$ cat src/rtl/mem_arbiter_if.sv
`default_nettype none
// ============================================================================
// Module      : mem_arbiter_if
// Description : Fetch port, data port and RAM-side bus of mem_arbiter.
// Revision    : 1.0 - initial release
// ============================================================================
interface mem_arbiter_if #(
  parameter int ADDR_W = 11,
  parameter int DATA_W = 32
);
  logic              i_req;
  logic [ADDR_W-1:0] i_addr;
  logic              i_ack;
  logic [DATA_W-1:0] i_rdata;

  logic              d_req;
  logic              d_we;
  logic [ADDR_W-1:0] d_addr;
  logic [DATA_W-1:0] d_wdata;
  logic              d_ack;
  logic [DATA_W-1:0] d_rdata;

  logic              ram_wea;
  logic [ADDR_W-1:0] ram_addra;
  logic [DATA_W-1:0] ram_dina;
  logic [DATA_W-1:0] ram_douta;

  logic              busy;

  // Requesters and the RAM model sit on the master side.
  modport master (
    output i_req, i_addr, d_req, d_we, d_addr, d_wdata, ram_douta,
    input  i_ack, i_rdata, d_ack, d_rdata, ram_wea, ram_addra, ram_dina, busy
  );

  modport slave (
    input  i_req, i_addr, d_req, d_we, d_addr, d_wdata, ram_douta,
    output i_ack, i_rdata, d_ack, d_rdata, ram_wea, ram_addra, ram_dina, busy
  );
endinterface
`default_nettype wire

$ cat src/rtl/mem_arbiter.sv
`default_nettype none
// ============================================================================
// Module      : mem_arbiter
// Description : Two-port (fetch/data) arbiter onto one single-port RAM.
//               Define MEM_ARB_RR_EN for round-robin tie breaking.
// Revision    : 1.0 - initial release
// ============================================================================
module mem_arbiter #(
  parameter int ADDR_W = 11,
  parameter int DATA_W = 32,
  parameter int RD_LAT = 1
) (
  input  wire logic     clka,
  input  wire logic     rst,
  mem_arbiter_if.slave  bus
);

  typedef enum logic [1:0] {
    IDLE  = 2'd0,
    ISSUE = 2'd1,
    WAIT  = 2'd2,
    ACK   = 2'd3
  } state_t;

  localparam logic [1:0] c_WAIT_LOAD = 2'(RD_LAT - 1);

  state_t            r_state;
  state_t            w_state_nxt;
  logic [1:0]        r_cnt;
  logic              r_gnt_d;
  logic              r_we;
  logic [ADDR_W-1:0] r_addr;
  logic [DATA_W-1:0] r_wdata;
  logic [DATA_W-1:0] r_i_rdata;
  logic [DATA_W-1:0] r_d_rdata;
  logic              w_gnt;
  logic              w_pick_d;

  assign w_gnt = bus.i_req | bus.d_req;

`ifdef MEM_ARB_RR_EN
  // Last-grant pointer: 1 = data port, 0 = fetch port.
  logic r_last_d;

  always_ff @(posedge clka or posedge rst) begin
    if (rst) begin
      r_last_d <= 1'b0;
    end else if (r_state == IDLE && w_gnt) begin
      r_last_d <= w_pick_d;
    end
  end

  assign w_pick_d = bus.d_req & (~bus.i_req | ~r_last_d);
`else
  assign w_pick_d = bus.d_req;
`endif

  always_ff @(posedge clka or posedge rst) begin
    if (rst) begin
      r_state <= IDLE;
    end else begin
      r_state <= w_state_nxt;
    end
  end

  always_comb begin
    w_state_nxt = r_state;
    bus.ram_wea = 1'b0;
    bus.i_ack   = 1'b0;
    bus.d_ack   = 1'b0;
    bus.busy    = 1'b1;
    case (r_state)
      IDLE: begin
        bus.busy = 1'b0;
        if (w_gnt) begin
          w_state_nxt = ISSUE;
        end
      end
      ISSUE: begin
        bus.ram_wea = r_we;
        w_state_nxt = WAIT;
      end
      WAIT: begin
        if (r_cnt == 2'd0) begin
          w_state_nxt = ACK;
        end
      end
      ACK: begin
        bus.i_ack   = ~r_gnt_d;
        bus.d_ack   = r_gnt_d;
        w_state_nxt = IDLE;
      end
      default: w_state_nxt = IDLE;
    endcase
  end

  // Request fields are latched only at grant; RAM-side buses then hold
  // until the next grant so the RAM sees a stable address through WAIT.
  always_ff @(posedge clka or posedge rst) begin
    if (rst) begin
      r_cnt     <= 2'd0;
      r_gnt_d   <= 1'b0;
      r_we      <= 1'b0;
      r_addr    <= '0;
      r_wdata   <= '0;
      r_i_rdata <= '0;
      r_d_rdata <= '0;
    end else begin
      case (r_state)
        IDLE: begin
          if (w_gnt) begin
            r_gnt_d <= w_pick_d;
            r_we    <= w_pick_d & bus.d_we;
            r_addr  <= w_pick_d ? bus.d_addr : bus.i_addr;
            if (w_pick_d) begin
              r_wdata <= bus.d_wdata;
            end
          end
        end
        ISSUE: begin
          r_cnt <= c_WAIT_LOAD;
        end
        WAIT: begin
          if (r_cnt == 2'd0) begin
            if (!r_we) begin
              if (r_gnt_d) begin
                r_d_rdata <= bus.ram_douta;
              end else begin
                r_i_rdata <= bus.ram_douta;
              end
            end
          end else begin
            r_cnt <= r_cnt - 2'd1;
          end
        end
        default: ;
      endcase
    end
  end

  assign bus.ram_addra = r_addr;
  assign bus.ram_dina  = r_wdata;
  assign bus.i_rdata   = r_i_rdata;
  assign bus.d_rdata   = r_d_rdata;

endmodule
`default_nettype wire

$ cat src/flat_wrapper.sv
// flat-port wrapper written by rule: the top's interface ports become plain ports
module mem_arbiter_flat 
#(
  parameter int ADDR_W = 11,
  parameter int DATA_W = 32,
  parameter int RD_LAT = 1
)
  (clka, rst, bus_i_req, bus_i_addr, bus_d_req, bus_d_we, bus_d_addr, bus_d_wdata, bus_ram_douta, bus_i_ack, bus_i_rdata, bus_d_ack, bus_d_rdata, bus_ram_wea, bus_ram_addra, bus_ram_dina, bus_busy);
  mem_arbiter_if #(.ADDR_W(ADDR_W), .DATA_W(DATA_W)) bus_i ();
  input  wire logic clka;
  input  wire logic rst;
  input wire logic [$bits(bus_i.i_req)-1:0] bus_i_req;
  input wire logic [$bits(bus_i.i_addr)-1:0] bus_i_addr;
  input wire logic [$bits(bus_i.d_req)-1:0] bus_d_req;
  input wire logic [$bits(bus_i.d_we)-1:0] bus_d_we;
  input wire logic [$bits(bus_i.d_addr)-1:0] bus_d_addr;
  input wire logic [$bits(bus_i.d_wdata)-1:0] bus_d_wdata;
  input wire logic [$bits(bus_i.ram_douta)-1:0] bus_ram_douta;
  output wire logic [$bits(bus_i.i_ack)-1:0] bus_i_ack;
  output wire logic [$bits(bus_i.i_rdata)-1:0] bus_i_rdata;
  output wire logic [$bits(bus_i.d_ack)-1:0] bus_d_ack;
  output wire logic [$bits(bus_i.d_rdata)-1:0] bus_d_rdata;
  output wire logic [$bits(bus_i.ram_wea)-1:0] bus_ram_wea;
  output wire logic [$bits(bus_i.ram_addra)-1:0] bus_ram_addra;
  output wire logic [$bits(bus_i.ram_dina)-1:0] bus_ram_dina;
  output wire logic [$bits(bus_i.busy)-1:0] bus_busy;
  assign bus_i.i_req = bus_i_req;
  assign bus_i.i_addr = bus_i_addr;
  assign bus_i.d_req = bus_d_req;
  assign bus_i.d_we = bus_d_we;
  assign bus_i.d_addr = bus_d_addr;
  assign bus_i.d_wdata = bus_d_wdata;
  assign bus_i.ram_douta = bus_ram_douta;
  assign bus_i_ack = bus_i.i_ack;
  assign bus_i_rdata = bus_i.i_rdata;
  assign bus_d_ack = bus_i.d_ack;
  assign bus_d_rdata = bus_i.d_rdata;
  assign bus_ram_wea = bus_i.ram_wea;
  assign bus_ram_addra = bus_i.ram_addra;
  assign bus_ram_dina = bus_i.ram_dina;
  assign bus_busy = bus_i.busy;
  mem_arbiter #(.ADDR_W(ADDR_W), .DATA_W(DATA_W), .RD_LAT(RD_LAT)) u_core (.clka(clka), .rst(rst), .bus(bus_i));
endmodule
$ cat config.mk
export PLATFORM = sky130hd
export DESIGN_NAME = mem_arbiter_flat
export DESIGN_NICKNAME = d
export VERILOG_FILES = /design/src/rtl/mem_arbiter_if.sv /design/src/rtl/mem_arbiter.sv /design/src/flat_wrapper.sv
export SDC_FILE = /design/constraint.sdc
export NUM_CORES = 1
export LEC_CHECK = 0
export CORE_AREA = 3 3 115 117
export DETAILED_ROUTE_END_ITERATION = 8
export DIE_AREA = 0 0 118 120
export PLACE_DENSITY = 0.77
export SLEW_MARGIN = 20
export SYNTH_ARGS = -nofsm -noshare
export SYNTH_HDL_FRONTEND = slang
export SYNTH_SLANG_ARGS = --single-unit
$ cat constraint.sdc
create_clock -name clka -period 3.42 [get_ports clka]
set_input_delay 0.684 -clock clka [delete_from_list [all_inputs] [get_ports clka]]
set_output_delay 0.684 -clock clka [all_outputs]
set_load 0.02 [all_outputs]
==> results.cfg <==
[outcome]
status = complete, no violations

[layout]
syn2layout_area_growth_pct = 60.1
layout.nets = 605
final_core_util_pct = 59.1
fillers = 988
drive_gt1_share_pct = 25.6
diodes = 0

[logic_synthesis]
synth-adder-area-share_pct = 1.90
syn_avg_cell_area_um2 = 15.7
synthMuxAreaShare_pct = 29.2
synth.cell_area_um2 = 4600
ys_ff_latch = 113
synth_ff_type = dfrtp_1
syn-instance-count = 293
synth-simple-area-share_pct = 2.74
synth_cell_type_count = 21
synth_area_leader_cell = dfrtp_1
ys_seq_area_share_pct = 61.4
synth_top_family_by_area = multiplexers
synth_fp_nets = 391
synth-xor-area-share_pct = 0
yosys.cell_count.top_type = dfrtp_1
synth_compound_area_share_pct = 1.60
synth_top_area_share_pct = 61.4
synth_edf_count = 0
ys_warn_count = 0
ys_top_cells_by_count = dfrtp_1, mux2_2, mux2_4
synth_area_leaders = dfrtp_1, mux2_2, mux2_4
async_flop_share_pct = 100

[place]
port_buffers = 201
post-dp-hpwl_um = 7970
place_congestion = 0.738

[cts]
ctsLongestPathBuffers = 2
clockRootBuffer = clkbuf_16
postCtsHoldBufs = 0
cts_resized = 0
cts_max_level = 4
cts_sinks = 113
cts_tree = yes
clock_latency_ns = 0.40
path_clk_slew_ns = 0.05
post_cts_buffers = 0
cts_inserted_buffers = 17

[global_routing]
grt_max_degree = 54
grt_first_pass_wirelength_um = 18500
grt_use_total_pct = 16.7
antenna_found_initial = 0
grt_pass1_vias = 3546
overflow = 0

[critical_path]
critPathArrivalTime_ns = 1.90
critPathCaptureType = output pin
crit_fanout = 5
cp-start-kind = flop
required_ns = 2.74
critPathKind = flop to output pin

[die]
io-pin-count = 202
die_x_um = 118
initial_core_util_pct = 36.9
chipHeight_um = 120
num_rows = 41
dieArea_um2 = 14200
core_um2 = 12500

[pwr]
power.density_nw_per_um2 = 1060
p_leak_nw = 3.18
totalPowerFinal_mw = 7.82
irDropWorstVdd_mv = 0.524

[timing]
fin_skew_ns = 0.00611
post-route-min-period_ns = 2.58
slew_violations = 0
setup_viol = 0
setup_tns_ns = 0
slew_headroom_pct = 48.4
worst_pin_slew_ns = 0.772
rsz0062_at_grt = no
hold_violations = 0
max_clock_freq_mhz = 388
fin_crit_sh_pct = 75.4

[route]
drt-met1-wl_um = 4590
met2_length_um = 5710
drt_pass1_iterations = 3
via_count = 3137
met3_length_um = 813
via_per_inst = 4.54
highest_layer = met4
drt-total-wl_um = 11200
drc = 0
post_drt_wl_per_cell_um = 16.2
first_iter_violations = 145
ant_nets = 0

[min_path]
min_path_type = flop to flop

[flow_run]
drv_cap = 0
registers in the layout, indices dropped and copies added, names as in the netlist:
| register | count |
|---|---|
| u_core.r_we | 1 |
| u_core.r_state | 2 |
| u_core.r_gnt_d | 1 |
| u_core.bus.ram_dina | 32 |
| u_core.bus.i_rdata | 32 |
| u_core.r_cnt | 2 |
| u_core.bus.d_rdata | 32 |
| u_core.bus.ram_addra | 11 |
critical path: stages, from the launching register on:
cell             delay (ns)
dfrtp_1                0.43
inv_1                  0.13
ha_1                   0.18
and2_1                 0.13
clkdlybuf4s50_1        0.62
power by group:
group          switching (mW)  leakage (nW)  internal, mW
registers               0.393          1.34          2.03
logic                    1.67          1.56          2.04
clock network           0.563         0.281          1.12
final timing paths:
path	slack [ns]	endpoint	cells past startpoint	start
min in group asynchronous	0.77	u_core.bus.i_rdata[20]	2	rst
worst min register to register	0.48	u_core.bus.ram_addra[6]	2	u_core.bus.ram_addra[6]
worst max register to register	1.35	u_core.bus.i_rdata[30]	5	u_core.r_state[0]
max in group asynchronous	1.93	u_core.bus.ram_dina[23]	3	rst
worst min-delay path	0.48	u_core.bus.ram_addra[6]	2	u_core.bus.ram_addra[6]
worst max-delay path	0.84	bus_ram_wea	4	u_core.r_state[1]
cell usage in the layout, fill, tap and decap left out:
cell type        instances
nand2_1                 18
nor2b_1                  2
bufinv_16                2
inv_1                    6
mux2i_1                 14
o21ai_1                  1
o21ai_0                 11
nand4b_1                 1
nand3_1                  1
clkinv_2                 4
buf_12                   1
clkbuf_1                 5
clkdlybuf4s50_1        201
mux2_2                  67
nor4bb_4                 1
dfrtp_1                113
clkinvlp_4               1
o22a_1                   1
a21oi_1                  1
and2_1                   2
clkbuf_8                 3
ha_1                     7
nor2_1                   1
nand2b_1                 1
clkbuf_16               17
mux2_4                  30
buf_4                    7
routing by layer:
| layer | GRT usage (%) | vias up |
|---|---|---|
| met5 | 0 | - |
| met4 | 5.49 | 0 |
| met3 | 7.12 | 6 |
| met2 | 28.0 | 127 |
| met1 | 19.3 | 1559 |
| li1 | - | 1445 |
cell type report:
cell class | count | area, µm² | area share [%]
multi-input combinational | 159 | 1650 | 22.4
clock buffer | 25 | 485 | 6.59
clock inverter | 6 | 80.1 | 1.09
timing repair buffer | 209 | 2080 | 28.3
tap | 172 | 215 | 2.92
inverter | 7 | 30.0 | 0.407
sequential | 113 | 2830 | 38.4
cell families (layout without fill, tap and decap cells):
| logic type | after synthesis | after routing |
|---|---|---|
| flops | 113 | 113 |
| mux | 111 | 111 |
| simple gates | 27 | 27 |
| buf+inv | 21 | 247 |
| compound gates | 14 | 14 |
| fa+ha+maj | 7 | 7 |
through the flow:
stage	hold slack (ns)	setup slack [ns]	instances	area (µm²)
2_1_floorplan	0.466	1.36	293	4610
3_3_place_gp	0.465	1.16	660	6810
3_5_place_dp	0.474	1.13	660	6810
4_1_cts	0.485	0.828	691	7370
5_1_grt	0.508	0.717	691	7370
6_report	0.480	0.840	691	7370
No activity file was read; power rests on OpenSTA's default activity.
